$ cat config.mk
export PLATFORM = sky130hd
export DESIGN_NAME = zeroriscy_trace_ctrl_flat
export DESIGN_NICKNAME = d
export VERILOG_FILES = /design/src/rtl/zeroriscy_trace_ctrl_if.sv /design/src/rtl/zeroriscy_trace_ctrl.sv /design/src/flat_wrapper.sv
export SDC_FILE = /design/constraint.sdc
export NUM_CORES = 1
export LEC_CHECK = 0
export CORE_MARGIN = 1.5
export CORE_UTILIZATION = 50
export DETAILED_ROUTE_END_ITERATION = 12
export GPL_TIMING_DRIVEN = 1
export HOLD_SLACK_MARGIN = 0.1
export PLACE_DENSITY = 0.81
export SLEW_MARGIN = 15
export SYNTH_ARGS = -nofsm -noshare
export SYNTH_HDL_FRONTEND = slang
export SYNTH_SLANG_ARGS = --single-unit
$ cat constraint.sdc
create_clock -name clk -period 5.84 [get_ports clk]
set_input_delay 0.584 -clock clk [delete_from_list [all_inputs] [get_ports clk]]
set_output_delay 0.584 -clock clk [all_outputs]
set_load 0.02 [all_outputs]
$ cat src/rtl/zeroriscy_trace_ctrl_if.sv
`default_nettype none
// ============================================================================
// Module      : zeroriscy_trace_ctrl_if
// Description : Memory write port used by the trace controller to push
//               trace records into the memory ring.
// Revision    : 1.0 - initial release
// ============================================================================
interface zeroriscy_trace_ctrl_if;
    logic        data_req_o;
    logic        data_gnt_i;
    logic        data_rvalid_i;
    logic        data_we_o;
    logic [3:0]  data_be_o;
    logic [31:0] data_addr_o;
    logic [31:0] data_wdata_o;

    // Trace controller side: issues write requests.
    modport master (
        output data_req_o, data_we_o, data_be_o, data_addr_o, data_wdata_o,
        input  data_gnt_i, data_rvalid_i
    );

    // Memory side: accepts requests and returns write responses.
    modport slave (
        input  data_req_o, data_we_o, data_be_o, data_addr_o, data_wdata_o,
        output data_gnt_i, data_rvalid_i
    );
endinterface
`default_nettype wire

$ cat src/rtl/zeroriscy_trace_ctrl.sv
`default_nettype none
// ============================================================================
// Module      : zeroriscy_trace_ctrl
// Description : Captures retired-instruction trace records into a small FIFO
//               and drains them, one 32-bit word at a time, into a ring of
//               16-byte slots in memory.
// Revision    : 1.0 - initial release
// ============================================================================
module zeroriscy_trace_ctrl #(
    parameter  int FIFO_DEPTH  = 4,
    parameter  int BUF_RECORDS = 256,
    localparam int c_SLOT_W    = $clog2(BUF_RECORDS)
) (
    input  wire                    clk,
    input  wire                    rst_n,
    input  wire                    trace_en_i,
    input  wire                    retire_valid_i,
    input  wire [31:0]             retire_pc_i,
    input  wire [31:0]             retire_instr_i,
    input  wire [31:0]             retire_wdata_i,
    input  wire [31:0]             buf_base_i,
    zeroriscy_trace_ctrl_if.master bus,
    output logic                   busy_o,
    output logic [15:0]            overflow_cnt_o,
    output logic [c_SLOT_W-1:0]    slot_o
);

    localparam int c_AW = $clog2(FIFO_DEPTH);
    localparam logic [c_AW:0] c_CNT_FULL = (c_AW+1)'(FIFO_DEPTH);
    localparam logic [c_AW:0] c_CNT_ONE  = (c_AW+1)'(1);

    localparam logic [1:0] c_IDLE = 2'd0;
    localparam logic [1:0] c_REQ  = 2'd1;
    localparam logic [1:0] c_WAIT = 2'd2;

    logic [1:0]          r_state;
    logic [1:0]          r_k;
    logic [c_SLOT_W-1:0] r_slot;
    logic [31:0]         r_cycle;
    logic [15:0]         r_ovf;
    logic [c_AW:0]       r_count;
    logic [c_AW-1:0]     r_wptr;
    logic [c_AW-1:0]     r_rptr;
    logic [127:0]        r_mem [FIFO_DEPTH];

    logic         w_push_try;
    logic         w_full;
    logic         w_push;
    logic         w_pop;
    logic         w_req;
    logic [127:0] w_head;
    logic [31:0]  w_word;
    logic [31:0]  w_addr;

    assign w_push_try = retire_valid_i && trace_en_i;
    // Fullness uses the registered count, so a pop in the same cycle never frees room.
    assign w_full     = (r_count == c_CNT_FULL);
    assign w_push     = w_push_try && !w_full;
    assign w_pop      = (r_state == c_WAIT) && bus.data_rvalid_i && (r_k == 2'd3);
    assign w_req      = (r_state == c_REQ);
    assign w_head     = r_mem[r_rptr];

    // Select the head-record word for the current index: cycle, pc, instr, wdata.
    always_comb begin
        w_word = w_head[31:0];
        case (r_k)
            2'd1:    w_word = w_head[63:32];
            2'd2:    w_word = w_head[95:64];
            2'd3:    w_word = w_head[127:96];
            default: w_word = w_head[31:0];
        endcase
    end

    assign w_addr = (buf_base_i & 32'hFFFF_FFF0)
                  + {{(28-c_SLOT_W){1'b0}}, r_slot, 4'b0000}
                  + {28'd0, r_k, 2'b00};

    assign bus.data_req_o   = w_req;
    assign bus.data_we_o    = w_req;
    assign bus.data_be_o    = {4{w_req}};
    assign bus.data_addr_o  = w_req ? w_addr : 32'd0;
    assign bus.data_wdata_o = w_req ? w_word : 32'd0;

    assign busy_o         = (r_count != '0) || (r_state != c_IDLE);
    assign overflow_cnt_o = r_ovf;
    assign slot_o         = r_slot;

    // Free-running cycle counter stamped into each record.
    always_ff @(posedge clk or negedge rst_n) begin
        if (!rst_n) r_cycle <= 32'd0;
        else        r_cycle <= r_cycle + 32'd1;
    end

    // Record storage; contents are only observed while a request is active.
    always_ff @(posedge clk) begin
        if (w_push) r_mem[r_wptr] <= {retire_wdata_i, retire_instr_i, retire_pc_i, r_cycle};
    end

    // FIFO pointers, occupancy and saturating drop counter.
    always_ff @(posedge clk or negedge rst_n) begin
        if (!rst_n) begin
            r_wptr  <= '0;
            r_rptr  <= '0;
            r_count <= '0;
            r_ovf   <= 16'd0;
        end else begin
            if (w_push) r_wptr <= r_wptr + c_AW'(1);
            if (w_pop)  r_rptr <= r_rptr + c_AW'(1);
            case ({w_push, w_pop})
                2'b10:   r_count <= r_count + c_CNT_ONE;
                2'b01:   r_count <= r_count - c_CNT_ONE;
                default: r_count <= r_count;
            endcase
            if (w_push_try && w_full && (r_ovf != 16'hFFFF)) r_ovf <= r_ovf + 16'd1;
        end
    end

    // Drain FSM: one request per word, each waiting for its write response.
    always_ff @(posedge clk or negedge rst_n) begin
        if (!rst_n) begin
            r_state <= c_IDLE;
            r_k     <= 2'd0;
            r_slot  <= '0;
        end else begin
            case (r_state)
                c_IDLE: begin
                    r_k <= 2'd0;
                    if (r_count != '0) r_state <= c_REQ;
                end
                c_REQ: begin
                    if (bus.data_gnt_i) r_state <= c_WAIT;
                end
                c_WAIT: begin
                    if (bus.data_rvalid_i) begin
                        if (r_k != 2'd3) begin
                            r_k     <= r_k + 2'd1;
                            r_state <= c_REQ;
                        end else begin
                            r_k     <= 2'd0;
                            r_slot  <= r_slot + c_SLOT_W'(1);
                            // Another record remains if more than one was queued or one arrives now.
                            r_state <= ((r_count > c_CNT_ONE) || w_push) ? c_REQ : c_IDLE;
                        end
                    end
                end
                default: r_state <= c_IDLE;
            endcase
        end
    end

endmodule
`default_nettype wire

$ cat src/flat_wrapper.sv
// flat-port wrapper written by rule: the top's interface ports become plain ports
module zeroriscy_trace_ctrl_flat 
#(
    parameter  int FIFO_DEPTH  = 4,
    parameter  int BUF_RECORDS = 256,
    localparam int c_SLOT_W    = $clog2(BUF_RECORDS)
)
  (clk, rst_n, trace_en_i, retire_valid_i, retire_pc_i, retire_instr_i, retire_wdata_i, buf_base_i, busy_o, overflow_cnt_o, slot_o, bus_data_req_o, bus_data_we_o, bus_data_be_o, bus_data_addr_o, bus_data_wdata_o, bus_data_gnt_i, bus_data_rvalid_i);
  zeroriscy_trace_ctrl_if bus_i ();
  input  wire clk;
  input  wire rst_n;
  input  wire trace_en_i;
  input  wire retire_valid_i;
  input  wire [31:0] retire_pc_i;
  input  wire [31:0] retire_instr_i;
  input  wire [31:0] retire_wdata_i;
  input  wire [31:0] buf_base_i;
  output logic busy_o;
  output logic [15:0] overflow_cnt_o;
  output logic [c_SLOT_W-1:0] slot_o;
  output wire logic [$bits(bus_i.data_req_o)-1:0] bus_data_req_o;
  output wire logic [$bits(bus_i.data_we_o)-1:0] bus_data_we_o;
  output wire logic [$bits(bus_i.data_be_o)-1:0] bus_data_be_o;
  output wire logic [$bits(bus_i.data_addr_o)-1:0] bus_data_addr_o;
  output wire logic [$bits(bus_i.data_wdata_o)-1:0] bus_data_wdata_o;
  input wire logic [$bits(bus_i.data_gnt_i)-1:0] bus_data_gnt_i;
  input wire logic [$bits(bus_i.data_rvalid_i)-1:0] bus_data_rvalid_i;
  assign bus_data_req_o = bus_i.data_req_o;
  assign bus_data_we_o = bus_i.data_we_o;
  assign bus_data_be_o = bus_i.data_be_o;
  assign bus_data_addr_o = bus_i.data_addr_o;
  assign bus_data_wdata_o = bus_i.data_wdata_o;
  assign bus_i.data_gnt_i = bus_data_gnt_i;
  assign bus_i.data_rvalid_i = bus_data_rvalid_i;
  zeroriscy_trace_ctrl #(.FIFO_DEPTH(FIFO_DEPTH), .BUF_RECORDS(BUF_RECORDS)) u_core (.clk(clk), .rst_n(rst_n), .trace_en_i(trace_en_i), .retire_valid_i(retire_valid_i), .retire_pc_i(retire_pc_i), .retire_instr_i(retire_instr_i), .retire_wdata_i(retire_wdata_i), .buf_base_i(buf_base_i), .bus(bus_i), .busy_o(busy_o), .overflow_cnt_o(overflow_cnt_o), .slot_o(slot_o));
endmodule
; ---- Word-level counts from Yosys, hierarchy flattened
; Memories as Yosys holds them, arrays and structs flattened.
; Cells that the tools add are included.
[word_totals]
register_bits = 67
ramBits = 512
out_inout_bits = 95
elab_cells = 66
mem_count = 1
[classes]
n_addsub = 10
n_lt_le_gt_ge = 1
eq_ne = 13
mux = 15
bitwise_logic = 1
n_reduce_logical = 17
[memory_table]
columns = name, words, word_bits, rd, rd_ports_with_merged_regs, wr, line_no
row1 = u_core.r_mem, 4, 128, 1, 0, 1, zeroriscy_trace_ctrl.sv:44  ; logic [127:0] r_mem [FIFO_DEPTH];
[op_table]
columns = operator, count
row1 = $pmux 32 s3, 1
row2 = $mux 32, 2
row3 = $add 32x1->32 const B, 1
row4 = $add 32x12->32, 1
row5 = $add 32x4->32, 1
row6 = $add 16x1->16 const B, 1
row7 = $ne 16x16->1 const B, 1
row8 = $mux 2, 6
row9 = $add 8x1->8 const B, 1
row10 = $eq 2x2->1 const B, 4
row11 = $add 2x1->2 const B, 3
row12 = $eq 2x1->1 const B, 3
row13 = $logic_and 1x1->1, 6
row14 = $ne 2x2->1 const B, 3
row15 = $pmux 2 s3, 1
row16 = $pmux 3 s2, 1
row17 = $reduce_and 3->1, 2
row18 = $reduce_bool 2->1, 3
row19 = $pmux 2 s2, 1
row20 = $add 3x1->3 const B, 1
row21 = $eq 3x3->1 const B, 1
row22 = $gt 3x1->1 const B, 1
row23 = $mux 1, 3
row24 = $reduce_bool 3->1, 1
row25 = 7 further kinds, 8

; ---- Logic depth before layout (Yosys ltp)
; Gate-level depths: netlist of the first run.
[logic_depth]
depth_word = 8
ltp_mapped = 8
ltp_nobuf = 8

; ---- Least setup slack after synthesis of the first run
; Ideal clock, no wire load.
[synth_timing]
kind = flip-flop to flip-flop
start = reg u_core.r_count[0]
end = mem u_core.r_mem[0][0] (enable)
setup_time_ns = 0.502
arrival_ns = 4.093
t_required_ns = 5.338
path_slack_ns = 1.244
stages_incl_launch_ff = 5
period_less_slack_ns = 4.596
cell_sequence = dfrtp_1 inv_1 ha_1 a21oi_1 and2_1
[synth_between]
elab_chain_len = 5
[synth_lines]
columns = item, line_no
row1 = "start, declared", zeroriscy_trace_ctrl.sv:41  ; logic [c_AW:0] r_count;
row2 = "start signal, assigned", zeroriscy_trace_ctrl.sv:110  ; 2'b10: r_count <= r_count + c_CNT_ONE;
row3 = "start signal, assigned", zeroriscy_trace_ctrl.sv:111  ; 2'b01: r_count <= r_count - c_CNT_ONE;
row4 = "start signal, assigned", zeroriscy_trace_ctrl.sv:112  ; default: r_count <= r_count;
row5 = $eq 3x3->1, zeroriscy_trace_ctrl.sv:57  ; assign w_full = (r_count == c_CNT_FULL);
row6 = $logic_not 1->1, zeroriscy_trace_ctrl.sv:58  ; assign w_push = w_push_try && !w_full;
row7 = $logic_and 1x1->1, zeroriscy_trace_ctrl.sv:58
row8 = $mux 1, zeroriscy_trace_ctrl.sv:96  ; if (w_push) r_mem[r_wptr] <= {retire_wdata_i, retire_instr_i, retire_pc_i, r_cycle};
row9 = $mux 1 (implied by the code), zeroriscy_trace_ctrl.sv:96
row10 = "end, declared", zeroriscy_trace_ctrl.sv:44
; Every way passes these cells.

; ---- Worst setup path after layout of the first run
[layout_timing]
start = reg u_core.r_rptr[0]
end = out bus_data_wdata_o[31]
[layout_between]
elab_chain_len = 3
[layout_lines]
columns = item, line_no
row1 = "start, declared", zeroriscy_trace_ctrl.sv:43  ; logic [c_AW-1:0] r_rptr;
row2 = "start signal, assigned", zeroriscy_trace_ctrl.sv:108  ; if (w_pop) r_rptr <= r_rptr + c_AW'(1);
row3 = $mem_v2 4x128, --
row4 = $pmux 32 s3, zeroriscy_trace_ctrl.sv:66  ; case (r_k)
row5 = $mux 32, zeroriscy_trace_ctrl.sv:82  ; assign bus.data_wdata_o = w_req ? w_word : 32'd0;
row6 = "end, declared", flat_wrapper.sv:25  ; output wire logic [$bits(bus_i.data_wdata_o)-1:0] bus_data_wdata_o;
; Every way passes these cells.

==> impl_metrics.ini, run 1 <==
[critical_path]
crit_slowest_cell = dfrtp_4
critPathCaptureType = primary output
cp_max_fo = 48
cp_cell_sequence = buf_12, mux4_2, a222oi_1, a21oi_1, clkdlybuf4s50_1
critical_path_required_ps = 5260
crit_arrival_ps = 3720
startpoint_type = flip-flop
slowest_delay_ps = 870
critPathKind = flip-flop to primary output

[die]
rows = 79
die_w_um = 220
coreArea_um2 = 46600
start_util_pct = 50.6
die-area_um2 = 48400
io_pins = 229
die_height_um = 220

[sta]
period_share_pct = 73.7
finClkSkew_ps = 25.9
max_slew_margin_pct = 24.1
fmax_ghz = 0.232
min_period_ps = 4310
hold_viol_final = 0
tns_ps = 0
rsz0062_at_grt = false
finalSetupViolCount = 0
max_slew.worst_pin.slew_ps = 1140
slew_violations = 0

[cts]
clock_sinks = 579
clock_path_buffers = 3
h-tree-depth = 2
clock_latency_ps = 620
holdBufCountCts = 0
cts_buffers = 56
cts_tree = done
clk_pin_slew_ps = 60
root_buffer = clkbuf_16
post-cts-setup-buffers = 0
cts_resized = 0

[route]
wirelength_mm = 50.2
drc = 0
vias = 12689
firstDrtPassIters = 7
drt-initial-drc-count = 1086
antenna_left = 0
vias_per_cell = 5.93
wl_per_cell_um = 23.5

[synth]
syn_inst = 1250
synth_compound_area_share_pct = 4.98
synth-simple-area-share_pct = 4.48
avgSynthCellArea_um2 = 18.8
synth_top_family_by_area = multiplexers
yosys.area_share.adder_pct = 1.36
ys.flop_type = edfxtp_1
synth_edf_count = 512
synth_seq_cells = 579
async_reset_ff_share_pct = 11.6
ys_types = 60
synth_warnings = 0
synth-seq-area-share_pct = 72.4
synth_area_um2 = 23600
synthMuxAreaShare_pct = 12.8
synth-xor-area-share_pct = 2.30

[global_routing]
antenna_found_initial = 4
grt_max_degree = 68
grt_util_all_layers_pct = 21.0
grt_pass1_wl_mm = 76.4
grt-ovfl-total = 0
grt_pass1_vias = 13266

[place]
port-buffer-count = 222
place.gp.congestion = 0.856
dpl.hpwl_mm = 29.8

[pwr]
internal_power_w = 0.00783
seqPwrFrac_pct = 46.6
clockPowerShare_pct = 33.4
ir_drop_mv = 0.299
finalPower_w = 0.0108
swShare_pct = 27.6
p_switching_w = 0.00298
combPwrFrac_pct = 20.0
pwr_density_cell_nw_per_um2 = 382
p_leak_nw = 9.34

[outcome]
outcome = finished clean

[cells_and_area]
fin_nets = 1639
drive_above_1_share_pct = 16.6
syn_to_final_growth_pct = 20.0

[hold_path]
min_path_type = primary input to asynchronous set/reset pin

[run]
maxCapViolCount = 0
## cell usage after synthesis (12+ instances only)
library cell    n  area share (%)
nand2_1        46            0.73
xnor2_1        48             1.8
a222oi_1       32             1.4
ha_1           24             1.3
nand4_1        25            0.66
mux4_2        128              12
mux2i_1        12            0.51
xor2_1         14            0.52
clkbuf_1       34            0.54
dfrtp_1        67             7.1
o21ai_0        46            0.98
edfxtp_1      512              65
and3_1         12            0.32
a21oi_1        47             1.0
nor2_1         17            0.27
nand3_1        37            0.79
nand2b_1       14            0.37
buf_2          18            0.38
## stage by stage
step / hold WS, ps / cell area, um2 / util, % / instances / setup slack, ps
6_report: 90.7 / 28300 / 60.7 / 2139 / 1530
5_1_grt: 148 / 28300 / 60.7 / 2139 / 1200
4_1_cts: 110 / 28300 / 60.7 / 2135 / 1400
2_1_floorplan: 288 / 23600 / - / 1251 / 1240
3_5_place_dp: 505 / 26400 / 56.7 / 2029 / 1850
3_3_place_gp: 501 / 26400 / 56.7 / 2029 / 1900
## power groups by stage
stage / Sequential, W / Combinational (W) / Clock (W)
2_1_floorplan: 0.00513 / 0.00120 / 0
3_3_place_gp: 0.00510 / 0.00215 / 0
3_5_place_dp: 0.00513 / 0.00218 / 0
4_1_cts: 0.00504 / 0.00219 / 0.00369
5_1_grt: 0.00507 / 0.00231 / 0.00384
6_report: 0.00504 / 0.00216 / 0.00361
## cells in the final DEF (no fill, tap or decap), types with 25 or more instances in the layout
| master | count |
|---|---|
| edfxtp_1 | 512 |
| nand4_1 | 25 |
| clkdlybuf4s50_1 | 221 |
| a222oi_1 | 32 |
| mux4_2 | 128 |
| nand2_1 | 46 |
| xnor2_1 | 48 |
| dfrtp_1 | 65 |
| nand3_1 | 37 |
| a21oi_1 | 47 |
| clkbuf_16 | 57 |
| o21ai_0 | 46 |
## area by class of cell
cell class | instances | area (um2)
tap | 607 | 759
clock inverter | 38 | 357
multi-input combinational | 591 | 6140
fill | 3298 | 18300
clock buffer | 68 | 1520
timing repair buffer | 240 | 2390
antenna | 4 | 10.0
inverter | 12 | 45.0
sequential | 579 | 17100
## critical path, delay by kind of cell, from the launching register on
family,cells,cell delay [ps]
buffers and inverters,2,1030
DFF,1,870
AOI/OAI and AO/OA,2,580
muxes,1,570
## cell families (layout without fill, tap and decap cells)
logic type	after synthesis	count (layout)
flip-flops	579	579
AND/OR/NAND/NOR	190	190
AO/OA/AOI/OAI	170	170
multiplexers	142	142
buffers and inverters	81	358
XOR/XNOR	62	62
adder cells (fa/ha/maj)	25	25
other	1	6
## worst paths after layout
path	start	endpoint	slack, ps	depth (start not counted)
max in group asynchronous	rst_n	u_core.r_rptr[1]	5030	1
max reg2reg	u_core.r_count[0]	u_core.r_mem[2][125]	2540	5
min reg2reg	u_core.slot_o[7]	u_core.slot_o[7]	510	1
min in group clk	u_core.slot_o[7]	u_core.slot_o[7]	510	1
max	u_core.r_rptr[0]	bus_data_wdata_o[31]	1530	5
min	rst_n	u_core.overflow_cnt_o[3]	90	1
## registers in the layout, summed over array words and instances (netlist names)
register and count:
u_core.r_cycle 32, u_core.r_mem 512, u_core.r_state 2, u_core.r_k 2
u_core.r_wptr 2, u_core.overflow_cnt_o 16, u_core.r_rptr 2, u_core.r_count 3
u_core.slot_o 8
## metal layers
layer	vias up	GRT usage (%)	wire, um
met1	6551	27.4	20100
met3	86	3.75	3030
met4	0	7.69	1380
met2	429	35.5	25700
met5	-	0	0
li1	5623	-	-
Note: power is estimated with default switching activity, not from simulation.
==> inputs of run 2 (changes only) <==
- clock period: 5.84 -> 4.4 ns (I/O delays scaled with it)
==> impl_metrics.ini, run 2 (synthesis results as in run 1) <==
[pwr]
ir_drop_mv = 0.415
p_switching_w = 0.00394
combPwrFrac_pct = 20.0
pwr_density_cell_nw_per_um2 = 517
clockPowerShare_pct = 34.8
p_leak_nw = 9.48
swShare_pct = 26.7
seqPwrFrac_pct = 45.2
internal_power_w = 0.0108
finalPower_w = 0.0148

[sta]
min_period_ps = 3980
fmax_ghz = 0.251
finClkSkew_ps = 19.4
tns_ps = 0
hold_viol_final = 0
finalSetupViolCount = 0
period_share_pct = 90.4
slew_violations = 0
timing.hold.ws_ps = 456
rsz0062_at_grt = false
max_slew.worst_pin.slew_ps = 917
max_slew_margin_pct = 38.9

[cells_and_area]
fin_nets = 1649
final_cell_mix = edfxtp_1 (512), clkdlybuf4s50_1 (221), mux4_2 (128)
n_fill_cell = 3220
syn_to_final_growth_pct = 21.4
largest_reg_flops = 512
layout_commonest_cell = edfxtp_1
drive_above_1_share_pct = 17.3
multi_input_area_um2 = 6140
final_area_um2 = 28600
ff_latch_area_um2 = 17100
largest-register = u_core.r_mem

[critical_path]
critical_path_required_ps = 3960
reg2reg_depth = 6
critPathCaptureType = primary output
cp_max_fo = 49
startpoint_type = flip-flop
crit_arrival_ps = 3540
critPathKind = flip-flop to primary output

[cts]
clock_sinks = 579
post-cts-setup-buffers = 0
clk_pin_slew_ps = 60
clock_path_buffers = 3
cts_tree = done
clock_latency_ps = 600
cts_buffers = 56
root_buffer = clkbuf_16
h-tree-depth = 2
cts_resized = 0

[route]
drc = 0
vias = 12822
firstDrtPassIters = 8
vias_per_cell = 5.97
drt-initial-drc-count = 1031
wirelength_mm = 50.2
antenna_left = 0
wl_per_cell_um = 23.4

[die]
io_pins = 229
die_w_um = 220
start_util_pct = 50.6
die-area_um2 = 48400
coreArea_um2 = 46600
rows = 79
die_height_um = 220

[global_routing]
grt_pass1_wl_mm = 77.3
grt_max_degree = 81
grt-ovfl-total = 0
antenna_found_initial = 4
grt_pass1_vias = 13347
grt_util_all_layers_pct = 21.2

[outcome]
outcome = finished clean

[place]
dpl.hpwl_mm = 29.8
port-buffer-count = 222
placed_cell_area_um2 = 26600
place.gp.congestion = 0.860

[run]
maxCapViolCount = 0

[hold_path]
min_path_type = primary input to flip-flop
min_delay_path_depth = 2
-- run 2: layer usage --
| metal | GRT usage, % | vias to the layer above | part of all wire [%] |
|---|---|---|---|
| met3 | 3.52 | 102 | 6.6 |
| met5 | 0 | - | 0.086 |
| met4 | 7.23 | 6 | 2.8 |
| met1 | 28.2 | 6579 | 39 |
| met2 | 35.5 | 499 | 51 |
| li1 | - | 5636 | - |
-- run 2: worst paths after layout --
check	slack, ps	end	from
min in group asynchronous	520	u_core.overflow_cnt_o[3]	rst_n
worst max register to register	1930	u_core.r_mem[0][66]	u_core.r_count[0]
max in group asynchronous	3190	u_core.r_rptr[1]	rst_n
worst min register to register	520	u_core.overflow_cnt_o[14]	u_core.overflow_cnt_o[14]
worst max-delay path	420	bus_data_wdata_o[31]	u_core.r_rptr[0]
worst min-delay path	460	u_core.r_state[0]	bus_data_gnt_i
-- run 2: critical path, cell delays in order, from the launching register on --
cell	delay [ps]
dfrtp_4	740
buf_12	390
mux4_2	560
a222oi_1	460
a21oi_1	120
clkdlybuf4s50_1	610
-- run 2: stage by stage --
step | cells | worst slack [ps] | util, %
global placement | 2038 | 684 | 57.1
floorplan | 1251 | 1210 | -
CTS | 2145 | 292 | 61.4
global route | 2146 | 182 | 61.4
finish | 2146 | 420 | 61.4
detailed placement | 2038 | 676 | 57.1
-- run 2: repair_timing --
item	CTS	global route
hold buffers	1	0
endpoints found under the setup margin	0	0
hold endpoints to repair	67	0
-- run 2: cell type report --
class	instances	share of cell area, %
Timing Repair Buffer	250	9.03
Multi-Input combinational cell	591	21.5
Inverter	12	0.158
Tap cell	607	2.66
Sequential cell	579	59.7
Clock buffer	76	5.45
Antenna cell	1	0.00875
Clock inverter	30	1.55
-- run 2: power by group through the flow --
| stage | Sequential [W] | Combinational [W] | Clock (W) |
|---|---|---|---|
| finish | 0.00668 | 0.00296 | 0.00514 |
| global route | 0.00672 | 0.00317 | 0.00545 |
| floorplan | 0.00677 | 0.00160 | 0 |
| global placement | 0.00675 | 0.00294 | 0 |
| detailed placement | 0.00679 | 0.00298 | 0 |
| CTS | 0.00669 | 0.00300 | 0.00523 |
